### src/rtl/fifo_rd_framer.sv
// Read-side FIFO consumer: pops bytes into a 2-entry skid buffer and emits them
// as valid/ready frames of FRAME_LEN data words plus one XOR checksum word.
`timescale 1ns/1ps
module fifo_rd_framer #(
  parameter int unsigned DATA_SIZE = 8,
  parameter int unsigned FRAME_LEN = 16,
  parameter int unsigned CNT_W     = 16
) (
  input  logic                 rclk,
  input  logic                 rrst_n,
  input  logic                 en,
  input  logic                 empty,
  input  logic [DATA_SIZE-1:0] rdata,
  output logic                 r_en,
  output logic [DATA_SIZE-1:0] out_data,
  output logic                 out_valid,
  input  logic                 out_ready,
  output logic                 out_last,
  output logic [CNT_W-1:0]     frame_cnt,
  output logic                 busy
);

  localparam int unsigned BC_W = 16;
  localparam logic [BC_W-1:0] LAST_IDX = BC_W'(FRAME_LEN - 1);

  typedef enum logic [1:0] {
    IDLE = 2'd0,
    DATA = 2'd1,
    CSUM = 2'd2
  } state_t;

  state_t               state;
  state_t               state_nxt;
  logic [1:0]           count;
  logic                 inflight;
  logic [DATA_SIZE-1:0] skid0;
  logic [DATA_SIZE-1:0] skid1;
  logic [BC_W-1:0]      byte_cnt;
  logic [DATA_SIZE-1:0] csum;
  logic                 take;
  logic                 csum_xfer;
  logic [2:0]           level;
  logic [1:0]           wr_slot;

  // take uses only registered state plus out_ready, so out_valid never sees out_ready
  assign take      = (state == DATA) && (count != 2'd0) && out_ready;
  assign csum_xfer = (state == CSUM) && out_ready;
  // occupancy after this cycle's pop and the pending write of the in-flight word
  assign level     = 3'(count) + 3'(inflight) - 3'(take);
  assign wr_slot   = count - 2'(take);

  always_ff @(posedge rclk or negedge rrst_n) begin
    if (!rrst_n) begin
      state <= IDLE;
    end else begin
      state <= state_nxt;
    end
  end

  always_comb begin
    state_nxt = state;
    case (state)
      IDLE: if (en) state_nxt = DATA;
      DATA: if (take && (byte_cnt == LAST_IDX)) state_nxt = CSUM;
      CSUM: if (out_ready) state_nxt = en ? DATA : IDLE;
      default: state_nxt = IDLE;
    endcase
  end

  always_comb begin
    out_valid = 1'b0;
    out_data  = '0;
    out_last  = 1'b0;
    busy      = (state != IDLE);
    case (state)
      DATA: begin
        out_valid = (count != 2'd0);
        out_data  = skid0;
      end
      CSUM: begin
        out_valid = 1'b1;
        out_data  = csum;
        out_last  = 1'b1;
      end
      default: ;
    endcase
    r_en = (state != IDLE) && !empty && (level < 3'd2);
  end

  // skid buffer, pop tracking and frame accounting
  always_ff @(posedge rclk or negedge rrst_n) begin
    if (!rrst_n) begin
      count     <= 2'd0;
      inflight  <= 1'b0;
      skid0     <= '0;
      skid1     <= '0;
      byte_cnt  <= '0;
      csum      <= '0;
      frame_cnt <= '0;
    end else begin
      inflight <= r_en;
      count    <= 2'(level);
      if (take) begin
        skid0    <= skid1;
        csum     <= csum ^ skid0;
        byte_cnt <= (byte_cnt == LAST_IDX) ? '0 : byte_cnt + BC_W'(1);
      end
      // a simultaneous pop moves the tail slot down, so the write lands after the shift
      if (inflight) begin
        if (wr_slot == 2'd0) skid0 <= rdata;
        else                 skid1 <= rdata;
      end
      if (csum_xfer) begin
        csum      <= '0;
        frame_cnt <= frame_cnt + CNT_W'(1);
      end
    end
  end

endmodule

### config.mk
export PLATFORM = sky130hd
export DESIGN_NAME = fifo_rd_framer
export DESIGN_NICKNAME = d
export VERILOG_FILES = /design/src/rtl/fifo_rd_framer.sv
export SDC_FILE = /design/constraint.sdc
export NUM_CORES = 1
export LEC_CHECK = 0
export ABC_AREA = 1
export ABC_CLOCK_PERIOD_IN_PS = 4620
export CAP_MARGIN = 10
export CORE_MARGIN = 2
export CORE_UTILIZATION = 57
export DETAILED_ROUTE_END_ITERATION = 6
export PLACE_DENSITY_LB_ADDON = 0.1
export RECOVER_POWER = 100
export SYNTH_ARGS = -nofsm -noshare
export SYNTH_HDL_FRONTEND = slang
export SYNTH_SLANG_ARGS = --single-unit
### constraint.sdc
create_clock -name rclk -period 4.62 [get_ports rclk]
set_input_delay 0.924 -clock rclk [delete_from_list [all_inputs] [get_ports rclk]]
set_output_delay 0.924 -clock rclk [all_outputs]
set_load 0.01 [all_outputs]
==> flow_summary.ini <==
[final_layout]
layout-drive-gt1-share_pct = 4.97
finalNonFillerCells = 535
flow.area_growth_from_synthesis_pct = 15.9
final-seq-area_mm2 = 0.00153
multiInputGateArea_mm2 = 0.00147
diodes = 0
post_layout_net_count = 483
nFillCells = 488

[critical_path]
critical-path-max-stage-delay_ns = 0.66
cp-start-kind = primary input
criticalPathCategory = in -> out
critical_path.cell_chain = clkdlybuf4s50_1, nand2_1, a21oi_4, nand2_1, nand2_1, ha_1, fa_1, nor4_1, dlygate4sd3_1
reg2regPathDepth = 10
most_frequent_cell_on_the_critical_path = sky130_fd_sc_hd__nand2_1
critical_path.endpoint_type = primary output
critical_path.max_fanout = 4
cp_data_required_time_ns = 3.70
worst-r2r-setup-slack_ns = 1.48
regToRegEndpoint = state[1]
timing.rr.start = state[1]
critical-path-slowest-cell = sky130_fd_sc_hd__dlygate4sd3_1
cp_data_arrival_time_ns = 3.48

[drt]
via_count = 2815
detail_route.drc_violations = 0
detail_route.vias_per_cell = 5.26
route.antenna.remaining_nets = 0
routed_wl_per_cell_um = 12.6
drt_first_iter_violations = 173
drt_pre_antenna_iters = 4
routed_wirelength_um = 6750

[logic_synthesis]
netlist-cell-type-count = 40
ys_seq_area_share_pct = 45.6
synth_top_area_share_pct = 45.6
synthArstFlopShare_pct = 100
ys_dominant_reg_cell = sky130_fd_sc_hd__dfrtp_1
synthTopCellsByCount = sky130_fd_sc_hd__nand2_1, sky130_fd_sc_hd__dfrtp_1, sky130_fd_sc_hd__inv_1
post_synth_instance_area_mm2 = 0.00335
postSynthNetCount = 438
synth_edf_count = 0
netlist_instances = 416
post_synth_main_area_contributors = sky130_fd_sc_hd__dfrtp_1, sky130_fd_sc_hd__nand2_1, sky130_fd_sc_hd__inv_1, sky130_fd_sc_hd__nor2_1, sky130_fd_sc_hd__a21oi_1
yosys.cell_count.top_type = sky130_fd_sc_hd__nand2_1
synth_area_per_cell_um2 = 8.05
synth.largest_area_cell = sky130_fd_sc_hd__dfrtp_1
ys_seq_elements = 61
ys.warnings.count = 0

[sta]
slew_headroom_pct = -115
final.setup_skew_ns = 0.00814
setup_viol = 0
slew_violations = 98
finalSetupTns_ns = 0
unrepaired_setup_endpoints_after_global_routing = false
layout_min_cycle_time_ns = 4.40
worst_hold_slack_after_final_layout_ns = 0.473
worst_pin_slew_ns = 3.23
max_freq_mhz = 227
setup_ws_ns = 0.220
share_of_the_clock_period_used_by_the_worst_path_after_layout_pct = 95.2
finalHoldViolations = 0

[clock_network]
numCtsBuffers = 9
cts.htree.levels = 3
cts_tree = built
hold_buffers = 0
cts_setup_buffers = 0
clk_root_buffer_cell = sky130_fd_sc_hd__clkbuf_8
worstSkewPairLatency_ns = 0.33
clk_pin_slew_ns = 0.06
cts.sink_count = 61
post_cts_resize_count = 0
clock_tree.buffer_depth = 2

[worst_hold_path]
worstHoldStart = csum[1]
hold_path.class = reg -> reg
whs_endpoint = csum[1]
hold-path-cell-count = 1

[placed_design]
pre_cts_slack_ns = 0.195
placer_s_final_routability_congestion_estimate = 0.875
placed_cells = 522
port-buffer-count = 40
hpwlAfterDp_um = 4780

[pwr]
cellLeakagePower_nw = 1.93
power_density_mw_per_mm2 = 515
highest_ir_drop_seen_on_vdd_mv = 0.321

[floorplanning]
fp.dieArea_mm2 = 0.00651
num_io_pins = 41
coreArea_mm2 = 0.00557
rows = 27
fp.dieW_um = 80.7
die_height_um = 80.7
initial_core_util_pct = 60.1

[grt]
grt-ovfl-total = 0
largest_net_degree_at_the_start_of_global_routing = 62
first_global_vias = 2794
grt_first_pass_wirelength_um = 12000
antenna_violations_before_repair = 0
grtUsageTotal_pct = 23.7

[status]
outcome = finished with violations
violated_checks = capacitance limit, slew limit

[job]
max_cap_violations = 2
state kept, by name, indices dropped and copies added, names as in the netlist:
signal / cells
byte_cnt: 16
count: 2
csum: 8
frame_cnt: 16
inflight: 1
skid0: 8
skid1: 8
state: 2
stage by stage:
step	utilization [%]	area, um^2	total power [W]
final	69.7	3880	0.00200
after floorplan	-	3350	0.00135
after global placement	68.1	3800	0.00157
after detailed placement	68.1	3800	0.00161
after CTS	71.5	3990	0.00208
after global routing	69.7	3880	0.00217
kinds of logic after synthesis:
group,share of synthesized area [%]
AND/OR/NAND/NOR,28.8
buffers and inverters,7.96
flip-flops,45.6
AO/OA/AOI/OAI,10.5
XOR/XNOR,3.66
adder cells (fa/ha/maj),3.59
layer usage:
metal	share of wire, %	track usage (%)
met4	1.6	11.2
met2	48	39.1
met5	0	0
met1	47	30.4
met3	3.6	3.82
worst max path at each step:
stage | startpoint | endpoint
floorplan | out_ready | r_en
global placement | out_ready | r_en
detailed placement | out_ready | r_en
CTS | out_ready | r_en
global route | out_ready | r_en
finish | out_ready | r_en
where the power goes:
group          total [W]  internal, W  switching (W)
registers       0.000847     0.000698       0.000149
logic           0.000687     0.000278       0.000408
clock network   0.000467     0.000269       0.000198
critical path, delay by kind of cell:
family	cells	cell delay [ns]
and+or+nand+nor	4	0.62
buffers and inverters	2	1.18
adders and majority gates	2	0.60
AOI/OAI and AO/OA	1	0.15
placed cells by master, fill, tap and decap left out:
cell type                           n
sky130_fd_sc_hd__bufinv_16          1
sky130_fd_sc_hd__buf_2              1
sky130_fd_sc_hd__clkinvlp_2         1
sky130_fd_sc_hd__clkbuf_1           3
sky130_fd_sc_hd__or2_0              1
sky130_fd_sc_hd__clkinv_2           1
sky130_fd_sc_hd__dlygate4sd3_1     28
sky130_fd_sc_hd__a21oi_1           22
sky130_fd_sc_hd__nand2_4            1
sky130_fd_sc_hd__nor3b_1            1
sky130_fd_sc_hd__o21bai_1           1
sky130_fd_sc_hd__xnor2_1            2
sky130_fd_sc_hd__and3_1             5
sky130_fd_sc_hd__clkdlybuf4s50_1   11
sky130_fd_sc_hd__o21ai_2            2
sky130_fd_sc_hd__nor3_1             9
sky130_fd_sc_hd__inv_2              1
sky130_fd_sc_hd__clkbuf_8          11
sky130_fd_sc_hd__o21ai_0           23
sky130_fd_sc_hd__nor4_1             1
sky130_fd_sc_hd__ha_1               8
sky130_fd_sc_hd__nor3_2             2
sky130_fd_sc_hd__xor2_1            12
sky130_fd_sc_hd__fa_1               1
sky130_fd_sc_hd__nand3b_1           3
sky130_fd_sc_hd__nand3_1           23
sky130_fd_sc_hd__a21oi_4            1
sky130_fd_sc_hd__nand4_1            6
sky130_fd_sc_hd__nand2_1          112
sky130_fd_sc_hd__nand2_2            1
sky130_fd_sc_hd__inv_1             52
sky130_fd_sc_hd__nor2_1            45
sky130_fd_sc_hd__o22ai_1            1
sky130_fd_sc_hd__o31ai_1            1
sky130_fd_sc_hd__a31oi_1            7
sky130_fd_sc_hd__clkinv_1           1
sky130_fd_sc_hd__dfrtp_1           61
cell type report:
type / instances / share of cell area, %
sequential: 61 / 39.3
tap: 72 / 2.32
timing repair buffer: 43 / 10.5
clock buffer: 11 / 3.90
multi-input combinational: 291 / 37.7
inverter: 55 / 5.35
clock inverter: 2 / 0.902
No activity file was read; power rests on OpenSTA's default activity.
